<file path="src/rtl/uart_fifo.sv">
// uart_fifo: UART with TX and RX FIFOs, 16x oversampling and first-word-fall-through RX.
// Frames are start + data_bits + stop. When the macro UART_PARITY_EN is defined, a parity bit
// is added after the data bits and the parameter parity_odd (0 = even) selects its sense.
module uart_fifo #(
    parameter int unsigned freq_hz         = 50000000,
    parameter int unsigned baud            = 115200,
    parameter int unsigned data_bits       = 8,
    parameter int unsigned fifo_depth_log2 = 4
`ifdef UART_PARITY_EN
    ,
    parameter bit          parity_odd      = 1'b0
`endif
) (
    input  logic                     clk,
    input  logic                     reset_n,
    input  logic                     uart_rxd,
    output logic                     uart_txd,
    input  logic [data_bits-1:0]     tx_data,
    input  logic                     tx_wr,
    output logic                     tx_full,
    output logic                     tx_busy,
    output logic [data_bits-1:0]     rx_data,
    output logic                     rx_avail,
    input  logic                     rx_ack,
    output logic [fifo_depth_log2:0] rx_level,
    output logic                     rx_error,
    output logic                     rx_overrun
);

    localparam int unsigned Depth   = 1 << fifo_depth_log2;
    localparam int unsigned LvlW    = fifo_depth_log2 + 1;
    localparam int unsigned Divisor = freq_hz / (baud * 16);
    localparam int unsigned DivW    = (Divisor > 1) ? $clog2(Divisor) : 1;

    localparam logic [DivW-1:0] DivLast  = DivW'(Divisor - 1);
    localparam logic [LvlW-1:0] DepthCnt = LvlW'(Depth);
    localparam logic [3:0]      LastBit  = 4'(data_bits - 1);

    typedef enum logic [2:0] {
        StIdle,
        StStart,
        StData,
        StStop
`ifdef UART_PARITY_EN
        ,
        StParity
`endif
    } state_e;

    // ------------------------------------------------------------------ tick
    logic [DivW-1:0] div_q;
    logic            tick;

    assign tick = (div_q == DivLast);

    // Free-running 16x oversample divider
    always_ff @(posedge clk) begin
        if (!reset_n)  div_q <= '0;
        else if (tick) div_q <= '0;
        else           div_q <= div_q + 1'b1;
    end

    // ------------------------------------------------------------------ TX FIFO
    logic [data_bits-1:0]       tx_mem [Depth];
    logic [fifo_depth_log2-1:0] tx_wptr_q, tx_rptr_q;
    logic [LvlW-1:0]            tx_cnt_q;
    logic                       tx_push, tx_pop, tx_empty;
    logic [data_bits-1:0]       tx_head;

    assign tx_empty = (tx_cnt_q == '0);
    assign tx_full  = (tx_cnt_q == DepthCnt);
    // A push while full still lands when the head leaves in the same cycle
    assign tx_push  = tx_wr && (!tx_full || tx_pop);
    assign tx_head  = tx_mem[tx_rptr_q];

    // TX storage write (no reset on the array)
    always_ff @(posedge clk) begin
        if (tx_push) tx_mem[tx_wptr_q] <= tx_data;
    end

    // TX pointers and occupancy
    always_ff @(posedge clk) begin
        if (!reset_n) begin
            tx_wptr_q <= '0;
            tx_rptr_q <= '0;
            tx_cnt_q  <= '0;
        end else begin
            if (tx_push) tx_wptr_q <= tx_wptr_q + 1'b1;
            if (tx_pop)  tx_rptr_q <= tx_rptr_q + 1'b1;
            tx_cnt_q <= tx_cnt_q + LvlW'(tx_push) - LvlW'(tx_pop);
        end
    end

    // ------------------------------------------------------------------ TX FSM
    state_e               tx_state_q, tx_state_d;
    logic [3:0]           tx_tick_q, tx_tick_d;
    logic [3:0]           tx_bit_q, tx_bit_d;
    logic [data_bits-1:0] tx_shift_q, tx_shift_d;
    logic                 tx_load;
`ifdef UART_PARITY_EN
    logic                 tx_par_q, tx_par_d;
`endif

    assign tx_busy = !tx_empty || (tx_state_q != StIdle);

    // TX state register
    always_ff @(posedge clk) begin
        if (!reset_n) begin
            tx_state_q <= StIdle;
            tx_tick_q  <= '0;
            tx_bit_q   <= '0;
            tx_shift_q <= '0;
`ifdef UART_PARITY_EN
            tx_par_q   <= 1'b0;
`endif
        end else begin
            tx_state_q <= tx_state_d;
            tx_tick_q  <= tx_tick_d;
            tx_bit_q   <= tx_bit_d;
            tx_shift_q <= tx_shift_d;
`ifdef UART_PARITY_EN
            tx_par_q   <= tx_par_d;
`endif
        end
    end

    // TX next state and line output; a frame ending with data waiting loads the next with no gap
    always_comb begin
        tx_state_d = tx_state_q;
        tx_tick_d  = tx_tick_q;
        tx_bit_d   = tx_bit_q;
        tx_shift_d = tx_shift_q;
`ifdef UART_PARITY_EN
        tx_par_d   = tx_par_q;
`endif
        tx_load    = 1'b0;
        tx_pop     = 1'b0;
        uart_txd   = 1'b1;
        unique case (tx_state_q)
            StIdle: tx_load = !tx_empty;
            StStart: begin
                uart_txd = 1'b0;
                if (tick) begin
                    tx_tick_d = tx_tick_q + 4'd1;
                    if (tx_tick_q == 4'd15) begin
                        tx_bit_d   = '0;
                        tx_state_d = StData;
                    end
                end
            end
            StData: begin
                uart_txd = tx_shift_q[0];
                if (tick) begin
                    tx_tick_d = tx_tick_q + 4'd1;
                    if (tx_tick_q == 4'd15) begin
                        tx_shift_d = tx_shift_q >> 1;
                        tx_bit_d   = tx_bit_q + 4'd1;
                        if (tx_bit_q == LastBit) begin
`ifdef UART_PARITY_EN
                            tx_state_d = StParity;
`else
                            tx_state_d = StStop;
`endif
                        end
                    end
                end
            end
`ifdef UART_PARITY_EN
            StParity: begin
                uart_txd = tx_par_q;
                if (tick) begin
                    tx_tick_d = tx_tick_q + 4'd1;
                    if (tx_tick_q == 4'd15) tx_state_d = StStop;
                end
            end
`endif
            StStop: begin
                if (tick) begin
                    tx_tick_d = tx_tick_q + 4'd1;
                    if (tx_tick_q == 4'd15) begin
                        tx_state_d = StIdle;
                        tx_load    = !tx_empty;
                    end
                end
            end
            default: tx_state_d = StIdle;
        endcase
        if (tx_load) begin
            tx_pop     = 1'b1;
            tx_shift_d = tx_head;
            tx_tick_d  = '0;
            tx_state_d = StStart;
`ifdef UART_PARITY_EN
            tx_par_d   = (^tx_head) ^ parity_odd;
`endif
        end
    end

    // ------------------------------------------------------------------ RX sync
    logic [1:0] rx_sync_q;
    logic       rx_prev_q;
    logic       rx_line, rx_fall;

    assign rx_line = rx_sync_q[1];
    assign rx_fall = rx_prev_q && !rx_line;

    // Two-flop synchroniser plus edge history; idle-high after reset
    always_ff @(posedge clk) begin
        if (!reset_n) begin
            rx_sync_q <= 2'b11;
            rx_prev_q <= 1'b1;
        end else begin
            rx_sync_q <= {rx_sync_q[0], uart_rxd};
            rx_prev_q <= rx_line;
        end
    end

    // ------------------------------------------------------------------ RX FIFO
    logic [data_bits-1:0]       rx_mem [Depth];
    logic [fifo_depth_log2-1:0] rx_wptr_q, rx_rptr_q;
    logic [LvlW-1:0]            rx_cnt_q;
    logic                       rx_push, rx_pop, rx_empty, rx_can_push;
    logic [data_bits-1:0]       rx_shift_q, rx_shift_d;

    assign rx_empty    = (rx_cnt_q == '0);
    assign rx_pop      = rx_ack && !rx_empty;
    assign rx_can_push = (rx_cnt_q != DepthCnt) || rx_pop;
    assign rx_avail    = !rx_empty;
    assign rx_level    = rx_cnt_q;
    assign rx_data     = rx_mem[rx_rptr_q];

    // RX storage write (no reset on the array)
    always_ff @(posedge clk) begin
        if (rx_push) rx_mem[rx_wptr_q] <= rx_shift_q;
    end

    // RX pointers and occupancy
    always_ff @(posedge clk) begin
        if (!reset_n) begin
            rx_wptr_q <= '0;
            rx_rptr_q <= '0;
            rx_cnt_q  <= '0;
        end else begin
            if (rx_push) rx_wptr_q <= rx_wptr_q + 1'b1;
            if (rx_pop)  rx_rptr_q <= rx_rptr_q + 1'b1;
            rx_cnt_q <= rx_cnt_q + LvlW'(rx_push) - LvlW'(rx_pop);
        end
    end

    // ------------------------------------------------------------------ RX FSM
    state_e     rx_state_q, rx_state_d;
    logic [3:0] rx_tick_q, rx_tick_d;
    logic [3:0] rx_bit_q, rx_bit_d;
    logic       rx_par_bad;
`ifdef UART_PARITY_EN
    logic       rx_perr_q, rx_perr_d;
    assign rx_par_bad = rx_perr_q;
`else
    assign rx_par_bad = 1'b0;
`endif

    // RX state register
    always_ff @(posedge clk) begin
        if (!reset_n) begin
            rx_state_q <= StIdle;
            rx_tick_q  <= '0;
            rx_bit_q   <= '0;
            rx_shift_q <= '0;
`ifdef UART_PARITY_EN
            rx_perr_q  <= 1'b0;
`endif
        end else begin
            rx_state_q <= rx_state_d;
            rx_tick_q  <= rx_tick_d;
            rx_bit_q   <= rx_bit_d;
            rx_shift_q <= rx_shift_d;
`ifdef UART_PARITY_EN
            rx_perr_q  <= rx_perr_d;
`endif
        end
    end

    // RX next state; samples land mid-bit, 8 ticks after the start edge then every 16
    always_comb begin
        rx_state_d = rx_state_q;
        rx_tick_d  = rx_tick_q;
        rx_bit_d   = rx_bit_q;
        rx_shift_d = rx_shift_q;
`ifdef UART_PARITY_EN
        rx_perr_d  = rx_perr_q;
`endif
        rx_push    = 1'b0;
        rx_error   = 1'b0;
        rx_overrun = 1'b0;
        unique case (rx_state_q)
            StIdle: begin
                if (rx_fall) begin
                    rx_tick_d  = '0;
                    rx_state_d = StStart;
                end
            end
            StStart: begin
                if (tick) begin
                    rx_tick_d = rx_tick_q + 4'd1;
                    if (rx_tick_q == 4'd7) begin
                        rx_tick_d  = '0;
                        rx_bit_d   = '0;
                        rx_state_d = rx_line ? StIdle : StData;
                    end
                end
            end
            StData: begin
                if (tick) begin
                    rx_tick_d = rx_tick_q + 4'd1;
                    if (rx_tick_q == 4'd15) begin
                        rx_shift_d = {rx_line, rx_shift_q[data_bits-1:1]};
                        rx_bit_d   = rx_bit_q + 4'd1;
                        if (rx_bit_q == LastBit) begin
`ifdef UART_PARITY_EN
                            rx_state_d = StParity;
`else
                            rx_state_d = StStop;
`endif
                        end
                    end
                end
            end
`ifdef UART_PARITY_EN
            StParity: begin
                if (tick) begin
                    rx_tick_d = rx_tick_q + 4'd1;
                    if (rx_tick_q == 4'd15) begin
                        rx_perr_d  = rx_line ^ (^rx_shift_q) ^ parity_odd;
                        rx_state_d = StStop;
                    end
                end
            end
`endif
            StStop: begin
                if (tick) begin
                    rx_tick_d = rx_tick_q + 4'd1;
                    if (rx_tick_q == 4'd15) begin
                        rx_state_d = StIdle;
                        if (!rx_line || rx_par_bad) rx_error   = 1'b1;
                        else if (!rx_can_push)      rx_overrun = 1'b1;
                        else                        rx_push    = 1'b1;
                    end
                end
            end
            default: rx_state_d = StIdle;
        endcase
    end

endmodule

</file>
<file path="config.mk">
export PLATFORM = sky130hd
export DESIGN_NAME = uart_fifo
export DESIGN_NICKNAME = d
export VERILOG_FILES = /design/src/rtl/uart_fifo.sv
export SDC_FILE = /design/constraint.sdc
export NUM_CORES = 1
export LEC_CHECK = 0
export BUFFER_PORTS_ARGS = -buffer_cell sky130_fd_sc_hd__buf_2
export CORE_MARGIN = 5
export CORE_UTILIZATION = 30
export CTS_CLUSTER_SIZE = 28
export DETAILED_ROUTE_END_ITERATION = 6
export PLACE_DENSITY = 0.54
export SKIP_CTS_REPAIR_TIMING = 1
export SYNTH_ARGS = -nofsm -noshare
export SYNTH_HDL_FRONTEND = slang
export SYNTH_SLANG_ARGS = --single-unit
</file>
<file path="constraint.sdc">
create_clock -name clk -period 5.4 [get_ports clk]
set_input_delay 0.54 -clock clk [delete_from_list [all_inputs] [get_ports clk]]
set_output_delay 0.54 -clock clk [all_outputs]
set_load 0.1 [all_outputs]
</file>
==> results by group, run 1 <==
Place
  • Pre-CTS WS: 1962 ps
  • GP Congestion: around 0.73
  • Number of port buffers: 31
  • Placed cells: 1445
  • Area of placed instances: 14530 sq um
  • Placed wire-length estimate: 17.52 mm

Pwr
  • Pint: 0.004791 W
  • Net Sw Power: 0.002160 W
  • Flop pwr share: 43.4%
  • Power share of the combinational group: between 20% and 30%
  • Cell Pwr Density: 445.1 nW/um^2
  • Leak pwr: ~5.1 nW
  • Worst VDD drop: roughly 0.24 mV
  • Switching Fraction: 31.07%
  • Clk pwr share: 32.7%

Floorplanning
  • Initial Util: a little under a third
  • Core area: 45380 sq um
  • # IOs: 32
  • Die height: 224.1 microns
  • Die span in x: 224.1 microns
  • Total die area: 50220 sq um
  • Row Count: 78

Detailed routing
  • Routed WL per cell: 18.21 microns
  • Initial detailed-routing violation count: roughly 510
  • DRC violations left: 0
  • WL final: 27.52 mm
  • Total number of vias: approximately 7300
  • DRT Pass-1 Iters: 5
  • Via density per instance: between 4 and 5
  • Antenna-violating nets left: 0

Logic synthesis
  • Area fraction of the dominant cell type after synthesis: 55.90%
  • Post-synth top area cell: edfxtp_1
  • Sequential element share of the synthesized area: 67.26%
  • Top FF cell, synth: edfxtp_1
  • Most numerous cell in the Yosys netlist: edfxtp_1
  • Asr flop ratio synth: 0%
  • Synth cell types: 69
  • Synthesis Warnings: 0
  • Mapped Avg Cell Area: 16.14 sq um
  • Mapped Nets: 899
  • Synth Register Bits: 334
  • EDFF count, synth: 256
  • Cells after Synth: 852
  • Top cells by area, synth: edfxtp_1 56%, mux4_2 11%, dfxtp_1 11%
  • Synth Cell Area: 13750 sq um
  • Post-synth top cells: 256 x edfxtp_1, 78 x dfxtp_1, 70 x mux4_2

Setup path
  • Crit Path Class: flop to output pin
  • Cell mode on critical path: mux4_2
  • Crit-path cells: buf_4 -> mux4_2 -> mux4_2 -> buf_2
  • CP endpoint kind: output pin
  • Stages on the worst setup path: 4
  • RR Startpoint: div_q[0]
  • CP arrival: 3100 ps
  • R2R cell count: 13
  • Critical Path Source Type: flop
  • Slowest CP cell: dfxtp_1
  • CP max FO: 21
  • Kind of cell adding the most delay to the critical path: flip-flops
  • Number of buffers and inverters on the critical path: 2
  • Critical path's largest stage delay: 1010 ps
  • WP data required: 4860 ps

Global route
  • First-pass GRT wire length: between 40 and 50 mm
  • All-Layer GR Usage: 11.08%
  • Largest net degree at the start of global routing: approximately 60
  • Total gr overflow: 0
  • Vias in the first global route: 7483
  • Initial antenna violation count: 1

Flow run
  • Number of maximum-capacitance violations: 0

Layout
  • Area delta synth->final: 13.55%
  • Final instance area: 15620 sq um
  • Final #Nets: 931
  • Multi-input gate area: about 4200 sq um
  • Share of layout cells above drive strength 1: 19.54%
  • Layout fillers: 4334
  • Storage cell area: 9251 sq um
  • ANT cells: 0
  • Fin cells: between 1500 and 2000

Timing
  • Rel. slew slack: 28.12%
  • Final worst-path cycle share: 67.46%
  • Final Hold Viols: 0
  • Max Freq: 274.5 MHz
  • # setup viols final: 0
  • Setup TNS: 0 ps
  • RSZ-0062 raised after global routing: false
  • Final slew viol count: 0
  • Final worst slack: between 1500 and 2000 ps
  • Worst-margin pin slew: 1074 ps
  • Clk_skew: 10.71 ps
  • Crit path time final: 3643 ps

Clock network
  • Num CTS Buffers: 37
  • Clk_lat worst skew: ~530 ps
  • TritonCTS clock tree: yes
  • Root Buffer: clkbuf_16
  • Htree depth: 2
  • Clock Tree Buf Depth: 3
  • Clk sink count: approximately 330
  • Clock transition at the registers of the reported paths: 60 ps

Hold path
  • Worst hold path startpoint: uart_rxd
  • Hold Path Stages: 2
  • Worst min path class: input port to flop

Run status
  • Outcome: completed
kinds of logic after synthesis:
family	synth area share [%]
AO/OA/AOI/OAI	5.968
XOR/XNOR	1.083
adder cells (fa/ha/maj)	3.203
buffers and inverters	2.247
flip-flops	67.26
multiplexers	12.70
AND/OR/NAND/NOR	7.543
cell usage in the layout, fill, tap and decap left out, drive strengths merged, types with 17 or more instances in the layout:
cell and instances:
a21oi 29, buf 36, clkbuf 47, dfxtp 78, edfxtp 256, ha 32
inv 34, mux2i 17, mux4 70, nand2 28, nand3 19, nor2 53
nor3 17, o21ai 20
per-layer routing:
layer	vias up	share of wire, %	track usage [%]
li1	3409	-	-
met2	126	48	18.31
met3	49	3.8	2.215
met5	-	0.040	0
met4	2	2.6	4.071
met1	3689	45	14.54
flip-flops by register name, indices dropped and copies added, names as in the netlist, named ones only:
register	flops
rx_mem	128
rx_tick_q	4
rx_state_q	2
rx_rptr_q	4
rx_level	5
tx_state_q	2
tx_shift_q	8
tx_wptr_q	4
div_q	5
rx_sync_q	2
rx_bit_q	4
rx_wptr_q	4
tx_cnt_q	5
tx_bit_q	4
rx_shift_q	8
tx_rptr_q	4
tx_mem	128
rx_prev_q	1
tx_tick_q	4
power groups by stage:
stage | sequential (W) | combinational [W] | clock (W)
2_1_floorplan | 0.00309 | 0.00131 | 0
3_3_place_gp | 0.00308 | 0.00167 | 0
3_5_place_dp | 0.00308 | 0.00168 | 0
4_1_cts | 0.00303 | 0.00168 | 0.00236
5_1_grt | 0.00305 | 0.00180 | 0.00247
6_report | 0.00302 | 0.00166 | 0.00228
cell type report:
class / count / share of cell area, %
inverter: 30 / 0.7212
tap: 600 / 4.808
clock buffer: 47 / 6.298
sequential: 334 / 59.25
multi-input combinational: 445 / 27.02
timing repair buffer: 36 / 1.234
clock inverter: 19 / 0.6731
final timing paths:
| path | end | slack, ps |
|---|---|---|
| setup / recovery | rx_data[3] | 1760 |
| hold / removal | rx_sync_q[0] | 200 |
| setup reg to reg | tx_cnt_q[4] | 1930 |
| hold reg to reg | rx_sync_q[1] | 410 |
worst register-to-register path: stages (launching register included):
cell,delay [ps]
dfxtp_1,330
inv_1,60
ha_1,170
and4b_1,620
a31oi_4,260
nor2_1,790
o21ai_1,170
ha_1,230
inv_1,70
fa_1,190
nand2b_1,110
a21oi_1,70
o21ai_0,140
nor3b_1,190
per-stage QoR:
stage / hold WS, ps / utilization [%] / power, W
floorplan: 386.3 / - / 0.004397
global placement: 389.1 / 32.01 / 0.004751
detailed placement: 393.7 / 32.01 / 0.004756
CTS: 166.5 / 34.41 / 0.007068
global route: 186.8 / 34.41 / 0.007312
finish: 200.5 / 34.41 / 0.006950
Note: power is estimated with default switching activity, not from simulation.
==> run 2: changes to the inputs <==
Settings changed: ABC_AREA set to 1.
Clock period 5.4 ns to 3.5 ns, I/O delays scaled along.
==> run 2 against run 1 <==
  * Clock power rose by 68%
  * Sequential cell count is the same
  * Combinational power is 96% higher
  * Sequential power rose by 52%
  * Global-route usage increased by 0.72 points
  * Non-clock buffer count grew 27
  * Worst hold slack lost 17 ps
  * Largest power group unchanged
  * Die area up 4.2%
==> results by group, run 2 <==
Hold path
  • Worst min path class: input port to flop (unchanged)
  • Worst hold path startpoint: tx_wr (was uart_rxd)
  • Hold Path Stages: 3 (was 2)
  • Hold Path End: tx_wptr_q[3] (was rx_sync_q[0])

Clock network
  • Htree depth: 2 (unchanged)
  • Num CTS Buffers: 38 (was 37)
  • TritonCTS clock tree: yes (unchanged)
  • Clk_lat worst skew: 540 ps (was 530 ps)
  • Clock transition at the registers of the reported paths: 60 ps (about the same)
  • Clk sink count: 334 (unchanged)
  • Root Buffer: clkbuf_16 (unchanged)
  • Clock Tree Buf Depth: 3 (unchanged)

Floorplanning
  • # IOs: 32 (unchanged)
  • Die height: 228.8 microns (was 224.1 microns)
  • Initial Util: 30.20% (was 30.30%)
  • Total die area: 52340 sq um (was 50220 sq um)
  • Core area: 47550 sq um (was 45380 sq um)
  • Die span in x: 228.8 microns (was 224.1 microns)
  • Row Count: 80 (was 78)

Logic synthesis
  • Most numerous cell in the Yosys netlist: nand2_1 (was edfxtp_1)
  • Synth Cell Area: 14360 sq um (was 13750 sq um)
  • Post-synth top area cell: edfxtp_1 (unchanged)
  • Top cells by area, synth: edfxtp_1 54%, dfxtp_1 11%, nand2_1 7.5% (was edfxtp_1 56%, mux4_2 11%, dfxtp_1 11%)
  • Synthesis Warnings: 0 (unchanged)
  • Synth cell types: 39 (was 69)
  • Asr flop ratio synth: 0% (unchanged)
  • Mapped Nets: 1402 (was 899)
  • Sequential element share of the synthesized area: 64.41% (was 67.26%)
  • EDFF count, synth: 256 (unchanged)
  • Post-synth top cells: 285 x nand2_1, 256 x edfxtp_1, 166 x inv_1 (was 256 x edfxtp_1, 78 x dfxtp_1, 70 x mux4_2)
  • Mapped Avg Cell Area: 10.60 sq um (was 16.14 sq um)
  • Synth Register Bits: 334 (unchanged)
  • Cells after Synth: 1355 (was 852)
  • Area fraction of the dominant cell type after synthesis: 53.54% (was 55.90%)
  • Top FF cell, synth: edfxtp_1 (unchanged)

Place
  • Number of port buffers: 31 (unchanged)
  • Placed wire-length estimate: 19.52 mm (was 17.52 mm)
  • GP Congestion: 0.7990 (was 0.7349)

Pwr
  • Clk pwr share: 32.8% (was 32.7%)
  • Leak pwr: 6.266 nW (was 5.074 nW)
  • Worst VDD drop: 0.6950 mV (was 0.2366 mV)
  • Pint: 0.007591 W (was 0.004791 W)
  • Net Sw Power: 0.004085 W (was 0.002160 W)
  • Cell Pwr Density: 706.4 nW/um^2 (was 445.1 nW/um^2)
  • Power share of the combinational group: 27.8% (was 23.8%)
  • Switching Fraction: 34.98% (was 31.07%)
  • Flop pwr share: 39.3% (was 43.4%)
  • Overall power: 0.01168 W (was 0.006950 W)

Timing
  • RSZ-0062 raised after global routing: false (unchanged)
  • Final slew viol count: 0 (unchanged)
  • Setup TNS: 0 ps (unchanged)
  • Crit path time final: 3061 ps
  • Final worst-path cycle share: about 87%
  • Final Hold Viols: 0 (unchanged)
  • Worst-margin pin slew: 1234 ps (was 1074 ps)
  • Clk_skew: 28.72 ps (was 10.71 ps)
  • Max Freq: 326.7 MHz
  • Rel. slew slack: 17.65% (was 28.12%)
  • # setup viols final: 0 (unchanged)

Detailed routing
  • DRT Pass-1 Iters: 5 (unchanged)
  • Routed WL per cell: 15.53 microns (was 18.21 microns)
  • Total number of vias: 9428 (was 7275)
  • Via density per instance: 4.610 (was 4.815)
  • WL final: 31.75 mm (was 27.52 mm)
  • Initial detailed-routing violation count: 600 (was 506)
  • Antenna-violating nets left: 0 (unchanged)
  • DRC violations left: 0 (unchanged)

Setup path
  • RR Endpoint: tx_cnt_q[4] (unchanged)
  • CP endpoint kind: output pin (unchanged)
  • CP max FO: 67 (was 21)
  • Critical Path Source Type: flop (unchanged)
  • Flop2flop setup slack: 700 ps (was 1930 ps)
  • WP data required: 3150 ps (was 4860 ps)
  • R2R cell count: 16 (was 13)
  • CP arrival: 2710 ps (was 3100 ps)
  • Crit Path Class: flop to output pin (unchanged)
  • RR Startpoint: div_q[0] (unchanged)

Layout
  • Layout fillers: 4660 (was 4334)
  • Commonest cells after routing, fill and taps aside: 284 x nand2_1, 256 x edfxtp_1, 166 x inv_1, 129 x nand3_1, 87 x a21oi_1 (was 256 x edfxtp_1, 76 x dfxtp_1, 70 x mux4_2, 52 x nor2_1, 37 x clkbuf_16)
  • Top flop regs: rx_mem: 128 flops, tx_mem: 128 flops (unchanged)
  • Final #Nets: 1447 (was 931)
  • Area delta synth->final: 15.12% (was 13.55%)
  • ANT cells: 0 (unchanged)
  • Share of layout cells above drive strength 1: 9.860% (was 19.54%)
  • Most common cell after layout, fill and taps aside: nand2_1 (was edfxtp_1)

Global route
  • Initial antenna violation count: 1 (unchanged)
  • Largest net degree at the start of global routing: 68 (was 59)
  • First-pass GRT wire length: 50.00 mm (was 43.44 mm)
  • All-Layer GR Usage: 11.80% (was 11.08%)
  • Total gr overflow: 0 (unchanged)
  • Vias in the first global route: 9086 (was 7483)

Run status
  • Outcome: completed (unchanged)

Flow run
  • Number of maximum-capacitance violations: 0 (unchanged)
==> run 2: stage by stage <==
| step | utilization, % | hold slack, ps | setup slack [ps] | instance area [sq um] | instances |
|---|---|---|---|---|---|
| after detailed placement | 32.19 | 402.3 | 710.6 | 15300 | 1974 |
| final | 34.77 | 183.1 | 439.0 | 16530 | 2045 |
| after CTS | 34.74 | -17.73 | 412.9 | 16520 | 2044 |
| after global routing | 34.77 | 167.1 | 240.5 | 16530 | 2045 |
| after floorplan | - | 392.5 | 94.35 | 14370 | 1355 |
| after global placement | 32.19 | 400.0 | 755.4 | 15300 | 1974 |
==> run 2: how the worst max path moves through the flow <==
stage	from	endpoint
2_1_floorplan	rx_level[1]	rx_level[4]
3_3_place_gp	div_q[0]	rx_level[4]
3_5_place_dp	div_q[0]	rx_level[4]
4_1_cts	flop	rx_data[1]
5_1_grt	flop	rx_data[5]
6_report	flop	rx_data[3]
==> run 2: logic make-up after synthesis <==
logic type / after synthesis / synth area share, %
and+or+nand+nor: 517 / 15.64
muxes: 32 / 2.231
DFF: 334 / 64.41
AOI/OAI and AO/OA: 199 / 7.625
adders and majority gates: 34 / 3.067
buffers and inverters: 228 / 6.352
xor gates and xnor gates: 11 / 0.6710
==> run 2: layer usage <==
| metal | global-route usage [%] | share of wire, % | wire (microns) | up-vias |
|---|---|---|---|---|
| met1 | 15.47 | 44 | 14090 | 4504 |
| met3 | 2.211 | 4.8 | 1528 | 38 |
| met4 | 2.969 | 1.7 | 555 | 0 |
| li1 | - | - | - | 4711 |
| met5 | 0 | 0 | 0 | - |
| met2 | 20.27 | 49 | 15580 | 175 |
==> run 2: area by class of cell <==
class                   count  area, sq um  share of cell area [%]
clock buffers              48         1010                   6.109
clock inverters            22        206.4                   1.249
inverters                 170        638.1                   3.860
multi-input cells         793         4207                   25.45
flip-flops and latches    334         9256                   56.00
well taps                 615        769.5                   4.655
repair buffers             63        442.9                   2.680
==> run 2: worst max-delay path, cell delays in order (launching register included) <==
cell	delay [ps]
dfxtp_4	850
buf_4	370
mux2i_1	100
o211ai_1	160
nand3_1	90
nand2_1	110
buf_2	440
==> run 2: power groups by stage <==
stage	Sequential, W	Clock [W]	Combinational [W]
after floorplan	0.00476	0	0.00241
after global routing	0.00462	0.00413	0.00362
after global placement	0.00467	0	0.00326
final	0.00459	0.00383	0.00325
after detailed placement	0.00468	0	0.00329
after CTS	0.00459	0.00395	0.00329
==> run 3: changes to the inputs <==
Settings changed: ABC_AREA 1 to not set, ABC_CLOCK_PERIOD_IN_PS set to 3500.
==> run 3 against run 2 <==
  * Clock power about the same
  * Sequential share of layout area up 2.4 points
  * Global-route usage down 0.69 points
  * Clock skew down 6.5 ps
  * First-iteration DRC count down 20%
  * Setup slack better by 7.5 ps
  * Utilization up 0.15 points
  * Critical path type is now flop to flop
  * Critical endpoint is now tx_cnt_q[4]
  * Largest power group unchanged
==> results by group, run 3 (synthesis results as in run 1) <==
Hold path
  • Worst min path class: input port to flop (unchanged)

Global route
  • Vias in the first global route: 7420 (was 9086)
  • Total gr overflow: 0 (unchanged)
  • Largest net degree at the start of global routing: 59 (was 68)
  • First-pass GRT wire length: 43.96 mm (was 50.00 mm)
  • Initial antenna violation count: 0 (was 1)
  • All-Layer GR Usage: 11.11% (was 11.80%)

Timing
  • # setup viols final: 0 (unchanged)
  • Final slew viol count: 0 (unchanged)
  • RSZ-0062 raised after global routing: false (unchanged)
  • Worst-margin pin slew: 1085 ps (was 1234 ps)
  • Rel. slew slack: 27.64% (was 17.65%)
  • Final worst-path cycle share: 87.24% (was 87.46%)
  • Clk_skew: 22.19 ps (was 28.72 ps)
  • Final Hold Viols: 0 (unchanged)
  • Setup TNS: 0 ps (unchanged)
  • Max Freq: 327.5 MHz (was 326.7 MHz)
  • Crit path time final: 3054 ps (was 3061 ps)

Pwr
  • Worst VDD drop: 0.4531 mV (was 0.6950 mV)
  • Leak pwr: 5.163 nW (was 6.266 nW)
  • Cell Pwr Density: 699.6 nW/um^2 (was 706.4 nW/um^2)

Clock network
  • Root Buffer: clkbuf_16 (unchanged)
  • Clk_lat worst skew: 530 ps (was 540 ps)
  • Num CTS Buffers: 37 (was 38)
  • Clock transition at the registers of the reported paths: 60 ps (about the same)
  • Clk sink count: 334 (unchanged)
  • TritonCTS clock tree: yes (unchanged)
  • Htree depth: 2 (unchanged)
  • Clock Tree Buf Depth: 3 (unchanged)

Place
  • Placed wire-length estimate: 18.05 mm (was 19.52 mm)
  • GP Congestion: 0.7365 (was 0.7990)
  • Number of port buffers: 31 (unchanged)
  • Area of placed instances: 14650 sq um (was 15300 sq um)

Setup path
  • Crit Path Class: flop to flop (was flop to output pin)
  • Slowest CP cell: or3_1 (was dfxtp_4)
  • Crit-path cells: inv_1 -> ha_1 -> or2_1 -> or3_1 -> o21ai_1 -> ha_1 -> inv_1 -> fa_1 -> nand2b_1 -> a21oi_1 -> o21ai_0 -> nor3b_1 (was buf_4 -> mux2i_1 -> o211ai_1 -> nand3_1 -> nand2_1 -> buf_2)
  • CP endpoint kind: flop (was output pin)
  • CP arrival: 3410 ps (was 2710 ps)
  • Critical path's largest stage delay: 390 ps (was 850 ps)
  • Kind of cell adding the most delay to the critical path: simple AND/OR/NAND/NOR gates (was flip-flops)
  • CP max FO: 10 (was 67)
  • Number of buffers and inverters on the critical path: 2 (unchanged)
  • WP data required: 3860 ps (was 3150 ps)
  • Critical Path Source Type: flop (unchanged)

Layout
  • Layout fillers: 4312 (was 4660)
  • Final #Nets: 946 (was 1447)
  • Storage cell area: 9254 sq um (was 9256 sq um)
  • Area delta synth->final: 15.23% (was 15.12%)
  • Final instance area: 15850 sq um (was 16530 sq um)
  • Multi-input gate area: 4205 sq um (was 4207 sq um)
  • Share of layout cells above drive strength 1: 20.58% (was 9.860%)
  • Most common cell after layout, fill and taps aside: edfxtp_1 (was nand2_1)
  • Commonest cells after routing, fill and taps aside: 256 x edfxtp_1, 74 x dfxtp_1, 70 x mux4_2, 52 x nor2_1, 37 x clkbuf_16 (was 284 x nand2_1, 256 x edfxtp_1, 166 x inv_1, 129 x nand3_1, 87 x a21oi_1)
  • Fin util: 34.92% (was 34.77%)
  • Top flop regs: rx_mem: 128 flops, tx_mem: 128 flops (unchanged)
  • ANT cells: 0 (unchanged)

Detailed routing
  • WL final: 27.93 mm (was 31.75 mm)
  • DRT Pass-1 Iters: 5 (unchanged)
  • DRC violations left: 0 (unchanged)
  • Routed WL per cell: 18.28 microns (was 15.53 microns)
  • Initial detailed-routing violation count: 479 (was 600)
  • Via density per instance: 4.784 (was 4.610)
  • Total number of vias: 7310 (was 9428)
  • Antenna-violating nets left: 0 (unchanged)

Floorplanning
  • Die span in x: 224.1 microns (was 228.8 microns)
  • Core area: 45380 sq um (was 47550 sq um)
  • Die height: 224.1 microns (was 228.8 microns)
  • Row Count: 78 (was 80)
  • Initial Util: 30.30% (was 30.20%)
  • Total die area: 50220 sq um (was 52340 sq um)
  • # IOs: 32 (unchanged)

Flow run
  • Number of maximum-capacitance violations: 0 (unchanged)

Run status
  • Outcome: completed (unchanged)
==> run 3: cell types whose count changed in the layout (fill, tap and decap cells not counted), sizes merged, moves of 29 or more <==
cell    previous run  this run
nand2            290        28
inv              169        31
mux4               0        70
nand3            131        19
o211ai            32         3
a21oi             88        29
o21ai             73        20
==> run 3: final timing paths <==
check	start	to	slack, ps	cells past startpoint
hold / removal	uart_rxd	rx_sync_q[0]	10	2
setup / recovery	tx_state_q[0]	tx_cnt_q[4]	450	12
hold reg to reg	rx_sync_q[0]	rx_sync_q[1]	410	1
setup reg to reg	tx_state_q[0]	tx_cnt_q[4]	450	12
==> run 3: worst register-to-register path: stages, from the launching register on <==
cell and delay, ps:
dfxtp_1 380, inv_1 100, ha_1 370, or2_1 350
or3_1 390, o21ai_1 110, ha_1 180, inv_1 50
fa_1 390, nand2b_1 160, a21oi_1 170, o21ai_0 90
nor3b_1 140
==> run 3: layer usage <==
metal  global-route usage [%]  routed length (microns)  up-vias
met1                    15.01                    12730     3695
met3                    2.084                     1193       42
met5                        0                        0        -
li1                         -                        -     3450
met2                    18.39                    13420      123
met4                    3.241                      581        0
==> run 3: area by class of cell <==
class | count | area share (%)
clock inverters | 19 | 1.405
inverters | 30 | 0.7106
multi-input cells | 445 | 26.54
flip-flops and latches | 334 | 58.40
repair buffers | 51 | 2.084
well taps | 600 | 4.737
clock buffers | 49 | 6.127
==> run 3: metrics by stage <==
step                instances  total power, W  hold WS (ps)  setup WS (ps)
floorplan                 852        0.006788         386.3         0.7254
global placement         1460        0.007402         401.3          568.6
detailed placement       1460        0.007407         396.9          475.9
CTS                      1528         0.01124        -9.301          435.4
global route             1528         0.01163         28.76          238.8
finish                   1528         0.01109         12.28          446.5
==> run 3: power breakdown <==
part / leakage, nW / internal [W] / total [W] / switching, W
Combinational: 1.62 / 0.00101 / 0.00272 / 0.00171
Clock: 0.569 / 0.00227 / 0.00381 / 0.00154
Sequential: 2.98 / 0.00442 / 0.00456 / 0.000140
